$ cat config.mk
export PLATFORM = sky130hd
export DESIGN_NAME = logic_unit_arbiter_flat
export DESIGN_NICKNAME = d
export VERILOG_FILES = /design/src/rtl/logic_unit_arbiter_pkg.sv /design/src/rtl/logic_unit_arbiter_if.sv /design/src/rtl/logic_unit_arbiter_rr_arbiter.sv /design/src/rtl/logic_unit_arbiter.sv /design/src/flat_wrapper.sv
export SDC_FILE = /design/constraint.sdc
export NUM_CORES = 1
export LEC_CHECK = 0
export CAP_MARGIN = 20
export CORE_MARGIN = 3
export CORE_UTILIZATION = 43
export DETAILED_ROUTE_END_ITERATION = 7
export PLACE_DENSITY = 0.87
export SLEW_MARGIN = 20
export SYNTH_ARGS = -nofsm -noshare
export SYNTH_HDL_FRONTEND = slang
export SYNTH_SLANG_ARGS = --single-unit
$ cat constraint.sdc
create_clock -name clk -period 2.4 [get_ports clk]
set_clock_uncertainty 0.1 [all_clocks]
set_input_delay 0.72 -clock clk [delete_from_list [all_inputs] [get_ports clk]]
set_output_delay 0.72 -clock clk [all_outputs]
set_load 0.1 [all_outputs]
$ cat src/rtl/logic_unit_arbiter_pkg.sv
// Shared definitions for the logic unit arbiter: op codes, data width, output
// stage state type and the 32-bit logic function.
package logic_unit_arbiter_pkg;

  localparam int unsigned LU_DATA_W = 32;

  localparam logic [1:0] LU_OP_AND = 2'b00;
  localparam logic [1:0] LU_OP_OR  = 2'b01;
  localparam logic [1:0] LU_OP_XOR = 2'b10;
  localparam logic [1:0] LU_OP_NOR = 2'b11;

  // Occupancy of the one-entry output stage.
  typedef enum logic {StEmpty, StFull} lu_state_e;

  function automatic logic [LU_DATA_W-1:0] lu_compute(input logic [1:0]           op,
                                                      input logic [LU_DATA_W-1:0] x,
                                                      input logic [LU_DATA_W-1:0] y);
    logic [LU_DATA_W-1:0] res;
    res = '0;
    unique case (op)
      LU_OP_AND: res = x & y;
      LU_OP_OR:  res = x | y;
      LU_OP_XOR: res = x ^ y;
      LU_OP_NOR: res = ~(x | y);
    endcase
    return res;
  endfunction

endpackage

$ cat src/rtl/logic_unit_arbiter_if.sv
// Bundle of requester and response handshake signals for logic_unit_arbiter.
//   master: requesters + downstream consumer (drive req_*, resp_ready)
//   slave:  the arbiter (drives req_ready, resp_valid, resp_data, resp_id)
// Optional macro LU_ARB_ZERO_FLAG_EN adds resp_zero (result == 0).
interface logic_unit_arbiter_if #(
  parameter int unsigned NUM_REQ = 2,
  parameter int unsigned ID_W    = 1
);
  import logic_unit_arbiter_pkg::*;

  logic [NUM_REQ-1:0]           req_valid;
  logic [NUM_REQ-1:0]           req_ready;
  logic [2*NUM_REQ-1:0]         req_op;
  logic [LU_DATA_W*NUM_REQ-1:0] req_x;
  logic [LU_DATA_W*NUM_REQ-1:0] req_y;
  logic                         resp_valid;
  logic                         resp_ready;
  logic [LU_DATA_W-1:0]         resp_data;
  logic [ID_W-1:0]              resp_id;
`ifdef LU_ARB_ZERO_FLAG_EN
  logic                         resp_zero;

  modport master (
    output req_valid, req_op, req_x, req_y, resp_ready,
    input  req_ready, resp_valid, resp_data, resp_id, resp_zero
  );
  modport slave (
    input  req_valid, req_op, req_x, req_y, resp_ready,
    output req_ready, resp_valid, resp_data, resp_id, resp_zero
  );
`else
  modport master (
    output req_valid, req_op, req_x, req_y, resp_ready,
    input  req_ready, resp_valid, resp_data, resp_id
  );
  modport slave (
    input  req_valid, req_op, req_x, req_y, resp_ready,
    output req_ready, resp_valid, resp_data, resp_id
  );
`endif

endinterface

$ cat src/rtl/logic_unit_arbiter_rr_arbiter.sv
// Round-robin arbiter. Scans req starting one past last_grant, wrapping; the
// first set bit wins. last_grant updates only when advance is asserted.
//   clk, reset : clock, async active-high reset
//   req        : request vector
//   advance    : the current grant was accepted this cycle
//   grant      : one-hot (or zero) grant, combinational
//   grant_id   : index of the granted requester
module rr_arbiter #(
  parameter int unsigned N   = 2,
  parameter int unsigned IdW = 1
) (
  input  logic           clk,
  input  logic           reset,
  input  logic [N-1:0]   req,
  input  logic           advance,
  output logic [N-1:0]   grant,
  output logic [IdW-1:0] grant_id
);

  logic [IdW-1:0] last_grant_q;
  logic [IdW-1:0] idx;
  logic           found;

  always_comb begin
    grant    = '0;
    grant_id = '0;
    found    = 1'b0;
    idx      = '0;
    for (int unsigned k = 1; k <= N; k++) begin
      idx = IdW'((32'(last_grant_q) + k) % N);
      if (!found && req[idx]) begin
        grant[idx] = 1'b1;
        grant_id   = idx;
        found      = 1'b1;
      end
    end
  end

  // Reset to N-1 so requester 0 is first in line.
  always_ff @(posedge clk or posedge reset) begin
    if (reset) begin
      last_grant_q <= IdW'(N - 1);
    end else if (advance) begin
      last_grant_q <= grant_id;
    end
  end

endmodule

$ cat src/rtl/logic_unit_arbiter.sv
// Shares one 32-bit logic unit (AND/OR/XOR/NOR) between NUM_REQ requesters
// with round-robin arbitration and a one-entry registered output stage.
//   clk   : clock
//   reset : async active-high reset
//   bus   : logic_unit_arbiter_if.slave (request and response handshakes)
// Optional macro LU_ARB_ZERO_FLAG_EN: registered resp_zero flag.
module logic_unit_arbiter
  import logic_unit_arbiter_pkg::*;
#(
  parameter int unsigned NUM_REQ = 2,
  parameter int unsigned ID_W    = 1
) (
  input logic                  clk,
  input logic                  reset,
  logic_unit_arbiter_if.slave  bus
);

  logic [NUM_REQ-1:0]   grant;
  logic [ID_W-1:0]      grant_id;
  logic                 can_accept;
  logic                 accept;
  logic [1:0]           sel_op;
  logic [LU_DATA_W-1:0] sel_x;
  logic [LU_DATA_W-1:0] sel_y;
  logic [LU_DATA_W-1:0] result;

  lu_state_e            state_q;
  logic [LU_DATA_W-1:0] data_q;
  logic [ID_W-1:0]      id_q;

  rr_arbiter #(
    .N   (NUM_REQ),
    .IdW (ID_W)
  ) u_rr_arbiter (
    .clk      (clk),
    .reset    (reset),
    .req      (bus.req_valid),
    .advance  (accept),
    .grant    (grant),
    .grant_id (grant_id)
  );

  // Output stage can drain and refill in the same cycle.
  assign can_accept    = (state_q == StEmpty) || bus.resp_ready;
  assign bus.req_ready = grant & {NUM_REQ{can_accept}};
  assign accept        = |bus.req_ready;

  // One-hot operand mux driven by the grant vector.
  always_comb begin
    sel_op = '0;
    sel_x  = '0;
    sel_y  = '0;
    for (int unsigned i = 0; i < NUM_REQ; i++) begin
      if (grant[i]) begin
        sel_op = bus.req_op[2*i +: 2];
        sel_x  = bus.req_x[LU_DATA_W*i +: LU_DATA_W];
        sel_y  = bus.req_y[LU_DATA_W*i +: LU_DATA_W];
      end
    end
  end

  assign result = lu_compute(sel_op, sel_x, sel_y);

`ifdef LU_ARB_ZERO_FLAG_EN
  logic zero_q;
`endif

  always_ff @(posedge clk or posedge reset) begin
    if (reset) begin
      state_q <= StEmpty;
      data_q  <= '0;
      id_q    <= '0;
`ifdef LU_ARB_ZERO_FLAG_EN
      zero_q  <= 1'b0;
`endif
    end else if (accept) begin
      state_q <= StFull;
      data_q  <= result;
      id_q    <= grant_id;
`ifdef LU_ARB_ZERO_FLAG_EN
      zero_q  <= (result == '0);
`endif
    end else if (bus.resp_ready) begin
      // Drain only; data and id keep their last values.
      state_q <= StEmpty;
    end
  end

  assign bus.resp_valid = (state_q == StFull);
  assign bus.resp_data  = data_q;
  assign bus.resp_id    = id_q;
`ifdef LU_ARB_ZERO_FLAG_EN
  assign bus.resp_zero  = zero_q;
`endif

endmodule

$ cat src/flat_wrapper.sv
// flat-port wrapper written by rule: the top's interface ports become plain ports
module logic_unit_arbiter_flat import logic_unit_arbiter_pkg::*;
#(
  parameter int unsigned NUM_REQ = 2,
  parameter int unsigned ID_W    = 1
)
  (clk, reset, bus_req_valid, bus_req_op, bus_req_x, bus_req_y, bus_resp_ready, bus_req_ready, bus_resp_valid, bus_resp_data, bus_resp_id);
  logic_unit_arbiter_if #(.NUM_REQ(NUM_REQ), .ID_W(ID_W)) bus_i ();
  input logic clk;
  input logic reset;
  input wire logic [$bits(bus_i.req_valid)-1:0] bus_req_valid;
  input wire logic [$bits(bus_i.req_op)-1:0] bus_req_op;
  input wire logic [$bits(bus_i.req_x)-1:0] bus_req_x;
  input wire logic [$bits(bus_i.req_y)-1:0] bus_req_y;
  input wire logic [$bits(bus_i.resp_ready)-1:0] bus_resp_ready;
  output wire logic [$bits(bus_i.req_ready)-1:0] bus_req_ready;
  output wire logic [$bits(bus_i.resp_valid)-1:0] bus_resp_valid;
  output wire logic [$bits(bus_i.resp_data)-1:0] bus_resp_data;
  output wire logic [$bits(bus_i.resp_id)-1:0] bus_resp_id;
  assign bus_i.req_valid = bus_req_valid;
  assign bus_i.req_op = bus_req_op;
  assign bus_i.req_x = bus_req_x;
  assign bus_i.req_y = bus_req_y;
  assign bus_i.resp_ready = bus_resp_ready;
  assign bus_req_ready = bus_i.req_ready;
  assign bus_resp_valid = bus_i.resp_valid;
  assign bus_resp_data = bus_i.resp_data;
  assign bus_resp_id = bus_i.resp_id;
  logic_unit_arbiter #(.NUM_REQ(NUM_REQ), .ID_W(ID_W)) u_core (.clk(clk), .reset(reset), .bus(bus_i));
endmodule
### Word level (Yosys, flattened, before mapping)

Index checks and enable logic that the tools add are counted.

* logic and storage cells: 50
* register bits: 35
* input bits: 137

* add/subtract/negate cells: 2
* reduce and logical (&&, ||, !) cells: 8
* $lt $le $gt $ge: 4
* mux-type cells: 22
* eq/ne operators: 3
* bitwise operators: 7

Operators with widths (count)
* 32-bit 2-to-1 mux: 4
* 32-bit one-hot mux with 4 select lines: 1
* 32-bit bitwise AND: 1
* 32-bit inverter: 1
* 32-bit bitwise OR: 1
* 32-bit bitwise XOR: 1
* 1-bit 2-to-1 mux: 11
* 2-bit 2-to-1 mux: 4
* 2-bit == test (second input constant): 2
* 1-bit by 2-bit less-than comparator with 1-bit output (second input constant): 2
* 1-bit logical AND: 3
* 1-bit adder (second input constant): 2
* 2-bit bitwise AND: 1
* 1-bit demux with 1-bit select: 2
* 2-bit by 1-bit == test with 1-bit output (second input constant): 1
* 1-bit greater-or-equal comparator (second input constant): 2
* 2-bit zero test: 1
* 2-bit bitwise OR: 1
* 2-bit nonzero test: 1
* 2-bit OR reduction: 1
* 1-bit zero test: 1
* 1-bit logical OR: 1
* 1-bit inverter: 1

### Logic depth before layout (Yosys ltp)

Gate-level depths: netlist of run 1.

* depth after elaboration: 13
* gate-level depth with buffers: 10
* mapped depth without buffers: 8

### Modules after synthesis

From an unflattened synthesis of run 1, not the netlist that was laid out.

* cells, all modules: 476
* area, all modules: 4279.1 µm²

Modules (own cells, without submodules)
* logic_unit_arbiter: cells each 469, area an instance 4204.0 µm², instances 1
* rr_arbiter: cells each 7, area an instance 75.1 µm², instances 1

### Least setup slack after synthesis of run 1

Ideal clock, no wire load.

* path kind: input-to-output
* start: input bus_req_valid[1]
* end: output bus_req_ready[1]
* arrival: 1.885 ns
* stages: 3
* required time: 1.580 ns
* slack: -0.305 ns
* cells stage by stage: a21boi_2 > buf_2 > and2_1

* longest elaborated chain between the ends: 7
* elaborated cells on any way between the ends: 11

Ends and longest elaborated chain
* from (decl): line flat_wrapper.sv:11 `input wire logic [$bits(bus_i.req_valid)-1:0] bus_req_valid;`
* 1-bit 2-to-1 mux (implied by the code) (2 in a row): line logic_unit_arbiter_rr_arbiter.sv:31 `if (!found && req[idx]) begin`
* 1-bit 2-to-1 mux: line logic_unit_arbiter_rr_arbiter.sv:31
* 1-bit zero test: line logic_unit_arbiter_rr_arbiter.sv:31
* 1-bit logical AND: line logic_unit_arbiter_rr_arbiter.sv:31
* 2-bit 2-to-1 mux *: line logic_unit_arbiter_rr_arbiter.sv:31
* 2-bit bitwise AND *: line logic_unit_arbiter.sv:45 `assign bus.req_ready = grant & {NUM_REQ{can_accept}};`
* to (decl): line flat_wrapper.sv:16 `output wire logic [$bits(bus_i.req_ready)-1:0] bus_req_ready;`

Mark *: on every way between the ends. The rest lies on a longest branch, timed or not. The select of a mux whose other input is x is not followed.

### Worst setup path in the final report of run 1

* start: input bus_req_valid[1]
* end: output bus_req_ready[0]

Same word-level chain as after synthesis.

==> summary by stage, run 1 <==
Worst setup path
Data on the critical path arrives at its endpoint at 1.50 ns. The startpoint of the most critical register-to-register path is u_core.u_rr_arbiter.last_grant_q. The data required time at the worst endpoint is 1.58 ns. Of all nets on the critical path, the largest fanout is 3. In this run the critical register-to-register path is captured at u_core.bus.resp_data[16]. The worst setup path is of the input port to primary output kind. In this run the worst setup path begins at bus_req_valid[1].

The count of cells along the worst register-to-register path is 9. The critical path capture point type is a primary output. The setup slack on the worst flop-to-flop path is 0.16 ns. The worst setup path is launched from an input port.

Power
Across the VDD grid, the largest voltage drop is 0.605 mV. The total leakage power is 3.04 nW. The total power density per cell area is 715 nW/um^2. The sum of internal, switching and leakage power is 4.30 mW.

Synth
The number of nets handed over by synthesis was 635. The total of flip-flops plus latches after synthesis is 35. After synthesis, the mean cell area works out to 8.97 sq um. The gate count after technology mapping is 434.

For this run, the leading register cell type out of synthesis is dfrtp_1. The synthesized design contains 0 enable-type register cells. After synthesis, the share of flip-flops with an asynchronous set or reset is 1.00. The post-synthesis cell type count is 22. The post-synthesis sequential area ratio is 0.225. Yosys printed 0 warnings. In this run the cell area of the synthesized design comes to 3890 sq um.

Global routing
In the global route stage, overall resource usage came out at 0.224. Summed over all layers, the global routing overflow is 0. The largest net degree at the start of global routing is 31. The number of global-route vias before repair is 4162. The number of antenna violations at the first check in global routing is 0. The wire length of the first global-routing pass is 18.7 mm.

Clock tree
In this run the number of H-tree levels came out at 2. The buffer type at the clock tree root is clkbuf_8. After clock tree synthesis, the flow added hold-fix buffers numbering 0. The clock buffer count from CTS is 5.

For the worst-skew pair, the clock arrives at the later sink with an insertion delay of 0.27 ns. The CTS tree is done. The buffer depth of the longest clock path is 2. After clock tree synthesis, the clock-pin slew on the worst setup and hold paths is 0.08 ns.

The number of clock sinks is 35.

Place
Once placement finished, the instance area stood at 5890 sq um. The count of buffers added on input and output ports is 172. The worst slack at placement is -0.530 ns. The congestion estimate from routability-driven global placement came to 0.794. The HPWL after detailed placement is 9.70 mm. The number of placed instances, taps included is 718.

Route
The routed via count is 3905. The wire length after detailed routing is 11.8 mm. The DRC marker count from the first detailed-route iteration is 101. Using the TritonRoute via totals, the vias-per-cell ratio works out to 5.35. The detailed-routing iteration count for the pre-antenna-repair pass is 4. The number of antenna-violating nets in the routed design is 0. The final routed DRC violation total is 0.

In the final routed layout, each cell accounts on average for 16.1 microns.

STA
The period utilization is 0.967. The max-slew headroom at the worst pin is 0.711. The setup TNS is 0 ns.

The count of final setup violators is 0. For the pin with the worst max-slew slack, the measured transition is 0.430 ns. Hold timing on the final database bottoms out at a slack of 0.391 ns. The setup slack of the critical path after layout is 0.0801 ns.

The top achievable clock speed is 431 MHz. The final critical delay including setup and external delays is 2.32 ns. The max-slew violation count was 0. The final hold violation count is 0.

Cells and area
The relative area change from synthesis to final layout is 54.6%. Of the cells placed in the final design, the portion with a size suffix greater than 1 is 0.212. The number of nets at the end of the flow is 822.

Leaving out fill and tap cells, the most frequent cell in the layout is clkdlybuf4s50_1. The number of diodes added for antenna fixing is 0. The finished cells cover 6020 sq um. Excluding fillers, the count of instances in the completed layout stands at 730.

The library cells used most frequently in the layout, excluding fill and tap cells, are clkdlybuf4s50_1, buf_4, mux2i_1, ha_1, inv_1. The final design utilization is 0.687.

Floorplan
The die span in y is 101 microns. The number of standard-cell rows in the floorplan is 34. The area of the core is 8760 sq um. The number of top-level design ports is 173. The initial utilization of the core area, before any placement, comes to 0.444.

The area enclosed by the die boundary is 10200 sq um. From left edge to right edge, the die measures 101 microns.

Min path
The type of the tightest min-delay check is register to register. The worst hold path stage count is 2. For hold timing, the worst endpoint is u_core.bus.resp_data[17]. In this run the most critical hold path is launched from u_core.bus.resp_data[17].

Run status
The run finished with clean final reports.

Job
The reported max-cap violation count is 0.
## what timing repair did
action,in CTS,in global routing
endpoints found under the hold margin,0,0
setup buffers,1,3
gates cloned,0,0
setup endpoints to repair,34,1
gates resized for setup,11,1
pin swaps,1,1
## cell usage after synthesis, drive strengths merged, types with 2 or more instances
cell     n  area, sq um
a22o    32          280
nand2   34          128
buf     23          159
o221ai  32          280
ha      64          801
and2     2         12.5
a21o     2         15.0
nand2b   2         12.5
a22oi   32          240
inv     98          368
clkbuf   8         30.0
dfrtp   34          851
mux2i   64          641
## logic make-up after synthesis
kind of cell,Yosys count,synth area share
DFF,35,0.225
AOI/OAI and AO/OA,102,0.219
buffers and inverters,129,0.143
adders and majority gates,64,0.206
muxes,64,0.165
and+or+nand+nor,40,0.0428
## layout make-up
type,count,area (sq um)
Timing Repair Buffer,211,2030
Fill cell,687,2740
Inverter,98,372
Sequential cell,35,878
Multi-Input combinational cell,270,2510
Tap cell,108,135
Clock buffer,8,100
## worst max-delay path by stage
stage / to / slack (ns)
2_1_floorplan: bus_req_ready[1] / -0.002
3_3_place_gp: bus_req_ready[0] / -0.41
3_5_place_dp: u_core.bus.resp_data[2] / -0.53
4_1_cts: bus_req_ready[0] / -0.002
5_1_grt: bus_req_ready[0] / -0.005
6_report: bus_req_ready[0] / 0.08
## registers in the layout, indices dropped and copies added, names as in the netlist
register,flops
u_core.bus.resp_data,32
u_core.bus.resp_id,1
u_core.bus.resp_valid,1
u_core.u_rr_arbiter.last_grant_q,1
## worst max-delay path, stage by stage
cell and delay [ns]:
buf_2 0.11, nand2b_1 0.07, and2_4 0.15, buf_12 0.12, nand2_4 0.06, clkinvlp_4 0.09
buf_12 0.17
## layer usage
metal	wire length, microns	vias to the layer above	track usage
met5	0	-	0
li1	-	1885	-
met1	4310	1842	0.247
met2	6280	147	0.422
met3	825	31	0.0420
met4	346	0	0.0818
## power breakdown
part           switching (mW)  internal, mW  total [mW]
logic                    1.98         0.977        2.96
clock network           0.220         0.263       0.482
registers               0.102         0.756       0.858
total                    2.31          2.00        4.30
Power figures use the tool's default switching activity.
==> run 2: changes to the inputs <==
Settings changed: CORE_UTILIZATION 43 to 45, CTS_CLUSTER_DIAMETER from default to 80, PLACE_DENSITY 0.87 to 0.9.
Clock period 2.4 ns to 2.9 ns, I/O delays scaled along.
==> summary by stage, run 2 (synthesized netlist as in run 1, its figures left out) <==
Run status
The flow ran to the end, and the final reports show no timing, DRC or antenna violations.

Place
The number of placed instances, taps included is 701 (-2.4%). The half-perimeter wire length after detailed placement is 8.95 mm (-7.8%). The quantity of I/O buffers inserted on ports came to 172 (unchanged). The placement-stage cell area is 5740 sq um (-2.6%).

The last weighted congestion value of the routability-driven placer was 0.850 (+7.1%).

Route
The detail-routed net length per standard cell was 16.5 microns (+2.2%). The detailed-routing iteration count for the pre-antenna-repair pass is 5 (+1). The wire length after detailed routing was 11.7 mm (-0.36%). The average vias per placed instance is 5.47 (+2.2%). The DRC marker count from the first detailed-route iteration is 93 (-7.9%). The final routed DRC violation total is 0 (unchanged).

The routed via count came to 3894 (-0.28%). The number of antenna-violating nets in the routed design is 0 (unchanged).

Cells and area
The number of diodes added for antenna fixing was 0 (unchanged). The number of nets at the end of the flow came to 807 (-1.8%). Leaving out fill and tap cells, the most frequent cells in the layout are clkdlybuf4s50_1, mux2i_1, ha_1. The non-filler instance count after layout came to 712 (-2.5%). The multi-input gate area in the final layout was 2500 sq um (-0.40%). The final non-filler cell area is 5870 sq um (-2.5%). Leaving out fill and tap cells, the most frequent cell in the layout is clkdlybuf4s50_1. The number of filler instances in the final layout is 618 (-10%).

The final design utilization is 0.707 (+0.0200). The share of post-route cells with drive strength above 1 was 0.188 (-0.0244). The relative area change from synthesis to final layout is 50.7%. The register area is 877 sq um (-0.14%). The number of flip-flops under the largest register name is 32 (unchanged).

Worst setup path
The worst setup path is launched from an input port. The signal arrival time at the worst endpoint is 1.87 ns (+0.37 ns). The slowest stage cell on the critical path is clkdlybuf4s50_1. Traced cell by cell, the critical path runs through clkdlybuf4s50_1 > nand2b_2 > nand2_2 > clkinvlp_4 > buf_12. The data required time at the worst endpoint is 1.93 ns (+0.35 ns). The critical path capture point type is a primary output.

The largest fanout on the critical path was 4 (+1). The largest stage delay on the critical path is 0.39 ns (+0.22 ns). The category of the critical setup timing path is input port to primary output.

Global routing
The wire length of the first global-routing pass is 19.0 mm (+1.5%). The overflow left after global routing was 0 (unchanged). The number of antenna violations at the first check in global routing was 0 (unchanged). The combined global-route utilization of all metal layers was 0.233 (+0.00969). The largest net degree at the start of global routing is 67 (+120%). The number of global-route vias before repair is 4118 (-1.1%).

STA
Dividing the final minimum period by the clock period gives 0.979. The worst hold-check slack came to 0.388 ns (-0.00273 ns). The max-slew violation count is 0 (unchanged). The final hold violation count is 0 (unchanged). The slew of the pin with the lowest slew margin is 0.480 ns (+0.0499 ns). The setup TNS came to 0 ns (unchanged). The final critical delay including setup and external delays is 2.84 ns.

The max-slew headroom at the worst pin is 0.680 (-0.0315). Setup repair after global routing left no endpoint under its margin. The count of final setup violators is 0 (unchanged). Timing would allow up to 352 MHz.

Floorplan
The starting density of the core was 0.469 (+0.0248). The number of standard-cell rows in the floorplan is 33 (-2.9%). The area enclosed by the die boundary is 9800 sq um (-4.2%). The horizontal die dimension is 99.0 microns (-2.1%).

The area of the core is 8300 sq um (-5.3%). The die span in y is 99.0 microns (-2.1%). The number of top-level design ports came to 173 (unchanged).

Clock tree
The clock slew seen by the registers of the worst setup and hold paths was 0.07 ns (about the same). The number of clock sinks is 35 (unchanged). The CTS tree is done.

The total of hold buffers inserted after clock tree synthesis was 0 (unchanged). The buffer depth of the longest clock path is 2 (unchanged). The clock insertion delay at the later pin of the skew report is 0.28 ns (about the same).

The tree is rooted in a clkbuf_8. The level count of the clock H-tree is 2 (unchanged). The clock buffer count from CTS was 5 (unchanged).

Min path
The min-delay analysis places its worst path in the category register to register.

Power
The largest vdd supply drop came to 0.508 mV (-16%). The total leakage power came to 2.95 nW (-2.9%). The total power density per cell area was 599 nW/um^2 (-16%).

Job
The reported max-cap violation count is 0 (unchanged).
## run 2: final timing paths
check	start	endpoint	slack (ns)	cells after the start
setup / recovery	bus_resp_ready	bus_req_ready[0]	0.06	5
hold / removal	u_core.bus.resp_id	u_core.bus.resp_id	0.39	1
setup reg to reg	u_core.u_rr_arbiter.last_grant_q	u_core.bus.resp_data[9]	0.62	8
hold reg to reg	u_core.bus.resp_id	u_core.bus.resp_id	0.39	1
max in group asynchronous	reset	u_core.u_rr_arbiter.last_grant_q	1.43	3
min in group asynchronous	reset	u_core.bus.resp_data[0]	0.91	3
## run 2: final cells by class
class | count | share of cell area
tap | 105 | 0.0224
timing repair buffer | 196 | 0.322
multi-input combinational | 270 | 0.426
inverter | 98 | 0.0633
sequential | 35 | 0.149
clock buffer | 8 | 0.0171
## run 2: through the flow
| stage | power (mW) | worst slack, ns |
|---|---|---|
| global placement | 3.02 | -0.101 |
| floorplan | 2.43 | 0.121 |
| finish | 3.51 | 0.0621 |
| detailed placement | 3.12 | -0.235 |
| CTS | 3.53 | 0.0280 |
| global route | 3.69 | 0.0291 |
## run 2: worst max-delay path: cells and delay by family
kind,cells,cell delay (ns)
and+or+nand+nor,2,0.34
buffers and inverters,3,0.66
## run 2: power by group
group	internal (mW)	leakage, nW	total, mW	switching [mW]
registers	0.626	0.442	0.710	0.0843
clock network	0.217	0.0515	0.393	0.176
logic	0.764	2.46	2.41	1.64
total	1.61	2.95	3.51	1.91
## run 2: repair_timing
item,4_1_cts,5_1_grt
resized for setup,6,1
buffers inserted,3,0
setup endpoints to repair,2,1
## run 2: layer usage
metal,up-vias,global-route usage,part of all wire
met3,22,0.0425,0.069
met4,0,0.0861,0.024
met1,1862,0.268,0.38
li1,1860,-,-
met5,-,0,0
met2,150,0.428,0.52
